[config.mk]
export PLATFORM = sky130hd
export DESIGN_NAME = nano_loader
export DESIGN_NICKNAME = d
export VERILOG_FILES = /design/src/rtl/nano_loader_pkg.sv /design/src/rtl/nano_loader_pack.sv /design/src/rtl/nano_loader.sv
export SDC_FILE = /design/constraint.sdc
export NUM_CORES = 1
export LEC_CHECK = 0
export ABC_CLOCK_PERIOD_IN_PS = 2500
export BUFFER_PORTS_ARGS = -buffer_cell sky130_fd_sc_hd__buf_2
export CORE_UTILIZATION = 41
export CTS_CLUSTER_SIZE = 28
export DETAILED_ROUTE_END_ITERATION = 10
export SLEW_MARGIN = 30
export SYNTH_ARGS = -nofsm -noshare
export SYNTH_HDL_FRONTEND = slang
export SYNTH_SLANG_ARGS = --single-unit
[constraint.sdc]
create_clock -name i_clk -period 2.5 [get_ports i_clk]
set_input_delay 0.125 -clock i_clk [delete_from_list [all_inputs] [get_ports i_clk]]
set_output_delay 0.125 -clock i_clk [all_outputs]
set_load 0.02 [all_outputs]
[src/rtl/nano_loader_pkg.sv]
// Shared types and constants for the nano_riscv program loader.
// Holds the frame state encoding, the default start byte and the header length.
package nano_loader_pkg;

  typedef enum logic [2:0] {
    S_IDLE   = 3'd0,
    S_LEN_LO = 3'd1,
    S_LEN_HI = 3'd2,
    S_DATA   = 3'd3,
    S_WRITE  = 3'd4,
    S_CSUM   = 3'd5,
    S_DONE   = 3'd6,
    S_ERR    = 3'd7
  } state_t;

  localparam logic [7:0] MAGIC_DEFAULT = 8'hA5;
  localparam int         HDR_BYTES     = 3;

endpackage

[src/rtl/nano_loader_pack.sv]
// Byte-to-word packer with running XOR checksum for the program loader.
// The word output already includes din, so it is the full word on the 4th shift.
module nano_loader_pack (
  input  logic        i_clk,
  input  logic        i_rst,
  input  logic        clear,
  input  logic        shift,
  input  logic [7:0]  din,
  output logic [31:0] word,
  output logic        word_ready,
  output logic [7:0]  csum
);

  logic [31:0] shreg;
  logic [1:0]  byte_cnt;
  logic [7:0]  csum_q;

  // Little-endian packing: the newest byte enters at the top, so the first byte ends in bits 7:0.
  assign word       = {din, shreg[31:8]};
  assign word_ready = shift && (byte_cnt == 2'd3);
  assign csum       = csum_q;

  always_ff @(posedge i_clk) begin
    if (i_rst || clear) begin
      shreg    <= '0;
      byte_cnt <= '0;
      csum_q   <= '0;
    end else if (shift) begin
      shreg    <= word;
      byte_cnt <= byte_cnt + 2'd1;
      csum_q   <= csum_q ^ din;
    end
  end

endmodule

[src/rtl/nano_loader.sv]
// Framed-stream program loader: writes 32-bit words from address 0 and holds
// the core in reset until a frame with a matching XOR checksum has been loaded.
module nano_loader
  import nano_loader_pkg::*;
#(
  parameter int         ADDR_W = 10,
  parameter logic [7:0] MAGIC  = MAGIC_DEFAULT
) (
  input  logic              i_clk,
  input  logic              i_rst,
  input  logic [7:0]        i_byte,
  input  logic              i_byte_valid,
  output logic              o_byte_ready,
  output logic              o_mem_we,
  output logic [ADDR_W-1:0] o_mem_addr,
  output logic [31:0]       o_mem_wdata,
  output logic              o_core_rst,
  output logic              o_busy,
  output logic              o_done,
  output logic              o_err
);

  localparam int              CNT_W     = ADDR_W + 1;
  localparam logic [16:0]     MAX_WORDS = 17'(1) << ADDR_W;

  state_t             state, next_state;
  logic [CNT_W-1:0]   word_cnt;
  logic [CNT_W-1:0]   len;
  logic [7:0]         len_lo;
  logic [15:0]        frame_len;
  logic               accept;

  logic               pack_clear, pack_shift, pack_word_ready;
  logic [31:0]        pack_word;
  logic [7:0]         pack_csum;

  logic               cnt_clr, cnt_inc, len_lo_ld, len_ld;
  logic               nxt_we, nxt_ready, nxt_busy, nxt_done, nxt_err, nxt_core_rst;
  logic [ADDR_W-1:0]  nxt_addr;
  logic [31:0]        nxt_wdata;

  assign accept    = i_byte_valid && o_byte_ready;
  assign frame_len = {i_byte, len_lo};

  nano_loader_pack u_pack (
    .i_clk      (i_clk),
    .i_rst      (i_rst),
    .clear      (pack_clear),
    .shift      (pack_shift),
    .din        (i_byte),
    .word       (pack_word),
    .word_ready (pack_word_ready),
    .csum       (pack_csum)
  );

  always_ff @(posedge i_clk) begin
    if (i_rst) begin
      state        <= S_IDLE;
      word_cnt     <= '0;
      len          <= '0;
      len_lo       <= '0;
      o_byte_ready <= 1'b1;
      o_mem_we     <= 1'b0;
      o_mem_addr   <= '0;
      o_mem_wdata  <= '0;
      o_core_rst   <= 1'b1;
      o_busy       <= 1'b0;
      o_done       <= 1'b0;
      o_err        <= 1'b0;
    end else begin
      state <= next_state;
      if (cnt_clr)      word_cnt <= '0;
      else if (cnt_inc) word_cnt <= word_cnt + CNT_W'(1);
      if (len_lo_ld)    len_lo   <= i_byte;
      if (len_ld)       len      <= frame_len[CNT_W-1:0];
      o_byte_ready <= nxt_ready;
      o_mem_we     <= nxt_we;
      o_mem_addr   <= nxt_addr;
      o_mem_wdata  <= nxt_wdata;
      o_core_rst   <= nxt_core_rst;
      o_busy       <= nxt_busy;
      o_done       <= nxt_done;
      o_err        <= nxt_err;
    end
  end

  // Outputs are computed from the next state so that every port comes straight from a flop.
  always_comb begin
    next_state   = state;
    pack_clear   = 1'b0;
    pack_shift   = 1'b0;
    cnt_clr      = 1'b0;
    cnt_inc      = 1'b0;
    len_lo_ld    = 1'b0;
    len_ld       = 1'b0;
    nxt_we       = 1'b0;
    nxt_addr     = o_mem_addr;
    nxt_wdata    = o_mem_wdata;
    nxt_core_rst = o_core_rst;
    nxt_done     = o_done;
    nxt_err      = o_err;

    case (state)
      S_IDLE, S_DONE, S_ERR: begin
        if (accept && i_byte == MAGIC) begin
          next_state   = S_LEN_LO;
          pack_clear   = 1'b1;
          cnt_clr      = 1'b1;
          nxt_core_rst = 1'b1;
          nxt_done     = 1'b0;
          nxt_err      = 1'b0;
        end
      end
      S_LEN_LO: begin
        if (accept) begin
          len_lo_ld  = 1'b1;
          next_state = S_LEN_HI;
        end
      end
      S_LEN_HI: begin
        if (accept) begin
          // N == 2**ADDR_W is the largest legal frame; the extra counter bit allows it.
          if (frame_len == 16'd0 || {1'b0, frame_len} > MAX_WORDS) begin
            next_state = S_ERR;
            nxt_err    = 1'b1;
          end else begin
            len_ld     = 1'b1;
            next_state = S_DATA;
          end
        end
      end
      S_DATA: begin
        if (accept) begin
          pack_shift = 1'b1;
          if (pack_word_ready) begin
            next_state = S_WRITE;
            nxt_we     = 1'b1;
            nxt_addr   = word_cnt[ADDR_W-1:0];
            nxt_wdata  = pack_word;
          end
        end
      end
      S_WRITE: begin
        cnt_inc    = 1'b1;
        next_state = ((word_cnt + CNT_W'(1)) == len) ? S_CSUM : S_DATA;
      end
      S_CSUM: begin
        if (accept) begin
          if (i_byte == pack_csum) begin
            next_state   = S_DONE;
            nxt_done     = 1'b1;
            nxt_core_rst = 1'b0;
          end else begin
            next_state = S_ERR;
            nxt_err    = 1'b1;
          end
        end
      end
      default: next_state = S_IDLE;
    endcase

    nxt_ready = (next_state != S_WRITE);
    nxt_busy  = (next_state == S_LEN_LO) || (next_state == S_LEN_HI) ||
                (next_state == S_DATA)   || (next_state == S_WRITE)  ||
                (next_state == S_CSUM);
  end

endmodule

==> results of run 1 <==
-- kinds of logic (layout without fill, tap and decap cells) --
kind of cell / Yosys count / count (layout) / synth area share, %
and+or+nand+nor: 252 / 252 / 23.7
DFF: 115 / 115 / 48.9
AOI/OAI and AO/OA: 92 / 92 / 10.7
buffers and inverters: 44 / 105 / 4.33
xor gates and xnor gates: 42 / 42 / 7.81
muxes: 19 / 19 / 4.04
adders and majority gates: 2 / 2 / 0.531
-- sequential cells by signal (all words and copies together) (netlist names) --
name	count
o_busy	1
u_pack.shreg	24
o_err	1
o_done	1
word_cnt	11
len_lo	8
o_mem_wdata	32
o_mem_addr	10
o_byte_ready	1
u_pack.csum	8
state	3
len	11
o_core_rst	1
u_pack.byte_cnt	2
o_mem_we	1
-- cell usage in the layout (no fill, tap or decap), drive strengths merged, types with 2 or more instances in the layout --
cell / count
clkbuf: 23
bufinv: 3
and4b: 3
nor4: 8
ha: 2
nand4: 4
dfxtp: 115
and2: 2
a21oi: 75
a221oi: 2
a32oi: 2
inv: 5
o21ai: 4
nand2b: 2
buf: 69
clkinv: 3
xor2: 24
nand2: 152
nor2: 57
clkinvlp: 2
o21bai: 2
nor3: 8
mux2i: 19
nand3: 7
or3: 2
xnor2: 18
-- tightest hold or removal path, cell delays in order --
cell and delay (ns):
buf_2 0.15, nand2_1 0.06, a21oi_1 0.05
-- layer usage --
| layer | global-route usage [%] | routed length [um] | part of all wire [%] | vias to the layer above |
|---|---|---|---|---|
| met3 | 5.44 | 463 | 4.4 | 7 |
| met2 | 28.2 | 4590 | 43 | 83 |
| met5 | 0 | 0 | 0 | - |
| li1 | - | - | - | 1967 |
| met4 | 8.29 | 93 | 0.88 | 0 |
| met1 | 26.7 | 5460 | 51 | 1765 |
-- report_power, final --
part / leakage [nW] / switching [W] / total, W / internal [W]
Combinational: 0.951 / 0.0000973 / 0.000153 / 0.0000557
Sequential: 0.926 / 0.0000223 / 0.00187 / 0.00185
Clock: 0.301 / 0.000808 / 0.00250 / 0.00169
Total: 2.18 / 0.000928 / 0.00452 / 0.00359
-- per-stage QoR --
step,cells,util [%]
final,767,51.7
after global routing,767,51.7
after CTS,767,51.7
after detailed placement,736,46.1
after global placement,736,46.1
after floorplan,566,-
-- path summary, 6_finish.rpt --
check                       start               to  slack (ns)
setup / recovery      word_cnt[0]         state[2]        0.27
hold / removal          i_byte[4]  o_mem_wdata[28]        0.02
setup reg to reg      word_cnt[0]         state[2]        0.27
hold reg to reg   o_mem_wdata[13]  o_mem_wdata[13]        0.45
-- final cells by class --
class	instances	area, um2
multi-input combinational	407	2200
fill	1077	5320
inverter	5	18.8
timing repair buffer	69	385
clock inverter	8	124
sequential	115	2300
clock buffer	23	498
tap	140	175
==> impl_metrics.tcl, run 1 <==
set metrics [dict create \
    clockBufferDepth 2 \
    critPathTopFamily "simple AND/OR/NAND/NOR gates" \
    power.density_nw_per_um2 792 \
    cts-root-buf "clkbuf_16" \
    peakVddDrop_mv 0.513 \
    reg2reg_depth 7 \
    placed_area_um2 5090 \
    drc 0 \
    ys_seq_area_share_pct 48.9 \
    cts_buffers 17 \
    yosysWarnings 0 \
    ant_nets 0 \
    routedWlPerCell_um 13.8 \
    h-tree-depth 4 \
    timing.final.ws_setup_ns 0.268 \
    cts_tree "yes" \
    drt-total-wl_um 10600 \
    drt_iter0_markers 198 \
    start_kind "flop" \
    critPathMaxStageDelay_ns 0.49 \
    fin_nets 628 \
    grt_pass1_vias 3462 \
    power.total_w 0.00452 \
    syn_inst 566 \
    path_buf_inv 0 \
    die-area_um2 11900 \
    fmax_ghz 0.448 \
    crit_arrival_ns 2.59 \
    end_kind "flop" \
    synth_area_per_cell_um2 8.32 \
    gp_congestion 0.846 \
    whs_ns 0.0236 \
    holdPathStages 3 \
    status "finished clean" \
    tightest_slew_ns 0.865 \
    crit_slowest_cell "dfxtp_1" \
    cap_viol_max_count 0 \
    cp_max_fo 9 \
    finClkSkew_ns 0.00724 \
    critical_path_required_ns 2.85 \
    slew_headroom_pct 42.3 \
    cts_sinks 115 \
    synth_nets 579 \
    grt_use_total_pct 19.4 \
    vias_per_cell 4.98 \
    insertion_delay_ns 0.41 \
    dp_hpwl_um 7280 \
    fin_crit_ns 2.23 \
    yosys-top-cells-area "dfxtp_1 (49%), nand2_1 (12%), a21oi_1 (8.0%)" \
    synth_cell_type_count 47 \
    post_cts_buffers 0 \
    p_leak_nw 2.18 \
    diodes 0 \
    hp-class "primary input to flop" \
    grt_max_degree 47 \
    critical_path_class "flop to flop" \
    synth_ff_type "dfxtp_1" \
    yosysMostFrequentCell "nand2_1" \
    synth_top_area_share_pct 48.9 \
    yosys.area.top_type "dfxtp_1" \
    setup-violations-final 0 \
    grt_overflow 0 \
    pin_count 59 \
    num_vias 3822 \
    initial_utilization_pct 42.7 \
    path_depth 7 \
    antenna_found_initial 0 \
    core_um2 11000 \
    layout-drive-gt1-share_pct 17.4 \
    pre_cts_ws_ns 0.310 \
    rows 38 \
    ys_ff_latch 115 \
    async_flop_share_pct 0 \
    syn-cell-area_um2 4710 \
    tns_ns 0 \
    crit_chain "ha_1, nand2_1, or3_1, a32oi_1, a21oi_1, o41ai_1, and3b_1" \
    cts_resized 0 \
    grt_pass1_wl_um 17400 \
    die_x_um 109 \
    cts_hold_buf 0 \
    synth_edf_count 0 \
    die_h_um 109 \
    finalCritPeriodShare_pct 89.3 \
    netlist_top_cells_count "nand2_1 (152), dfxtp_1 (115), a21oi_1 (75)" \
    rsz0062_at_grt "false" \
    finalInstanceArea_um2 5710 \
    portBuffers 58 \
    finalMaxSlewViolations 0 \
    area_delta_synth_final_pct 21.2 \
    firstDrtPassIters 4 \
    clk_pin_slew_worst_paths_ns 0.05 \
    hold_viol 0 \
]
(Power assumes the default switching activity.)
==> run 2, diff against run 1 <==
- ABC_CLOCK_PERIOD_IN_PS: 2500 -> 2540
- CAP_MARGIN: default -> 40
- clock period: 2.5 -> 2.54 ns (I/O delays scaled with it)
==> run 2 against run 1 <==
Against the previous run:
- critical path depth unchanged
- clock power is 7% lower
- power shrank 4.6%
- combinational power barely moved
- register-to-register slack gained 0.06 ns
- global-route usage is essentially flat
- clock skew about the same
- count of clock-buffer cells in the layout decreased by 3
- design area is 0.39% lower
- die area unchanged
- hold slack better by 0.0073 ns
- critical path type unchanged
- largest cell class unchanged
==> impl_metrics.tcl, run 2 (synthesis gave the netlist of run 1 again) <==
set metrics [dict create \
    status "finished clean" \
    critical_path_class "flop to flop" \
    largest_reg_flops 32 \
    peakVddDrop_mv 0.409 \
    core_um2 11000 \
    p_int_w 0.00337 \
    area_delta_synth_final_pct 20.7 \
    initial_utilization_pct 42.7 \
    hp-class "primary input to flop" \
    cts_sinks 115 \
    largest_register "o_mem_wdata" \
    power.total_w 0.00431 \
    cts_buffers 17 \
    h-tree-depth 4 \
    grt_max_degree 47 \
    fmax_ghz 0.453 \
    post_cts_buffers 0 \
    crit_arrival_ns 2.56 \
    grt_overflow 0 \
    finalMaxSlewViolations 0 \
    timing.final.ws_setup_ns 0.333 \
    fin_nets 629 \
    num_vias 3842 \
    final_cell_mix "nand2_1 (152), dfxtp_1 (115), a21oi_1 (75), buf_2 (58), nor2_1 (56)" \
    end_kind "flop" \
    pin_count 59 \
    cts_resized 0 \
    grt_pass1_wl_um 17700 \
    drt-total-wl_um 10700 \
    finClkSkew_ns 0.00729 \
    dp_hpwl_um 7400 \
    routedWlPerCell_um 13.9 \
    cts-root-buf "clkbuf_16" \
    die_h_um 109 \
    critical_path_required_ns 2.89 \
    slew_headroom_pct 71.5 \
    diodes 0 \
    die-area_um2 11900 \
    p_sw_share_pct 21.9 \
    start_kind "flop" \
    tns_ns 0 \
    portBuffers 58 \
    ant_nets 0 \
    grt_pass1_vias 3554 \
    fin_crit_ns 2.21 \
    insertion_delay_ns 0.40 \
    rows 38 \
    whs_ns 0.0309 \
    reg_top3 "o_mem_wdata: 32 flops, u_pack.shreg: 24 flops" \
    cts_hold_buf 0 \
    vias_per_cell 5.00 \
    p_leak_nw 2.16 \
    setup-violations-final 0 \
    pre_cts_ws_ns 0.368 \
    clockPowerShare_pct 53.8 \
    power.density_nw_per_um2 759 \
    layout-drive-gt1-share_pct 17.6 \
    finalCritPeriodShare_pct 86.9 \
    die_x_um 109 \
    cp_max_fo 9 \
    grt_use_total_pct 19.4 \
    netSwitchingPower_w 0.000946 \
    hold_viol 0 \
    clk_pin_slew_worst_paths_ns 0.06 \
    cts_tree "yes" \
    clockBufferDepth 2 \
    gp_congestion 0.847 \
    final_common_cell "nand2_1" \
    firstDrtPassIters 4 \
    drc 0 \
    pwr-share-seq_pct 42.7 \
    p_comb_share_pct 3.5 \
    tightest_slew_ns 0.427 \
    cap_viol_max_count 0 \
    rsz0062_at_grt "false" \
    antenna_found_initial 0 \
    drt_iter0_markers 192 \
]
run 2: cell types whose count changed in the layout (fill, tap and decap cells not counted):
cell and delta:
buf_6 +1, clkinv_2 +1, clkinvlp_4 +2, clkinv_4 +1, bufinv_16 -1, inv_6 +1
clkbuf_8 -3
run 2: path summary, 6_finish.rpt:
path	end	start	slack [ns]	cells past startpoint
setup reg to reg	state[2]	word_cnt[0]	0.33	7
hold / removal	o_mem_wdata[30]	i_byte[6]	0.03	3
hold reg to reg	o_mem_wdata[13]	o_mem_wdata[13]	0.45	2
setup / recovery	state[2]	word_cnt[0]	0.33	7
run 2: final cells by class:
type	instances	area (um2)
Clock inverter	12	131
Timing Repair Buffer	70	397
Tap cell	140	175
Inverter	5	18.8
Sequential cell	115	2300
Multi-Input combinational cell	407	2200
Fill cell	1063	5350
Clock buffer	20	457
run 2: metrics by stage:
step / cell area (um2) / utilization (%) / instances
2_1_floorplan: 4710 / - / 566
3_3_place_gp: 5090 / 46.1 / 736
3_5_place_dp: 5090 / 46.1 / 736
4_1_cts: 5670 / 51.4 / 768
5_1_grt: 5690 / 51.5 / 769
6_report: 5690 / 51.5 / 769
run 2: worst max-delay path: stages (launching register included):
cell	delay (ns)
dfxtp_1	0.47
ha_1	0.39
nand2_1	0.13
or3_1	0.32
a32oi_1	0.20
a21oi_1	0.09
o41ai_1	0.34
and3b_1	0.21
run 2: power groups by stage:
stage | clock, W | sequential (W) | combinational, W
after global routing | 0.00245 | 0.00184 | 0.000166
after CTS | 0.00237 | 0.00184 | 0.000151
after global placement | 0 | 0.00188 | 0.000149
after detailed placement | 0 | 0.00188 | 0.000150
final | 0.00232 | 0.00184 | 0.000152
after floorplan | 0 | 0.00187 | 0.000117
run 2: per-layer routing:
metal  global-route usage (%)  vias up  routed length, um  part of all wire [%]
li1                         -     1975                  -                     -
met2                     29.5       83               4650                    44
met4                     6.76        0                 85                  0.80
met3                     5.08        9                493                   4.6
met5                        0        -                  0                     0
met1                     26.4     1775               5430                    51
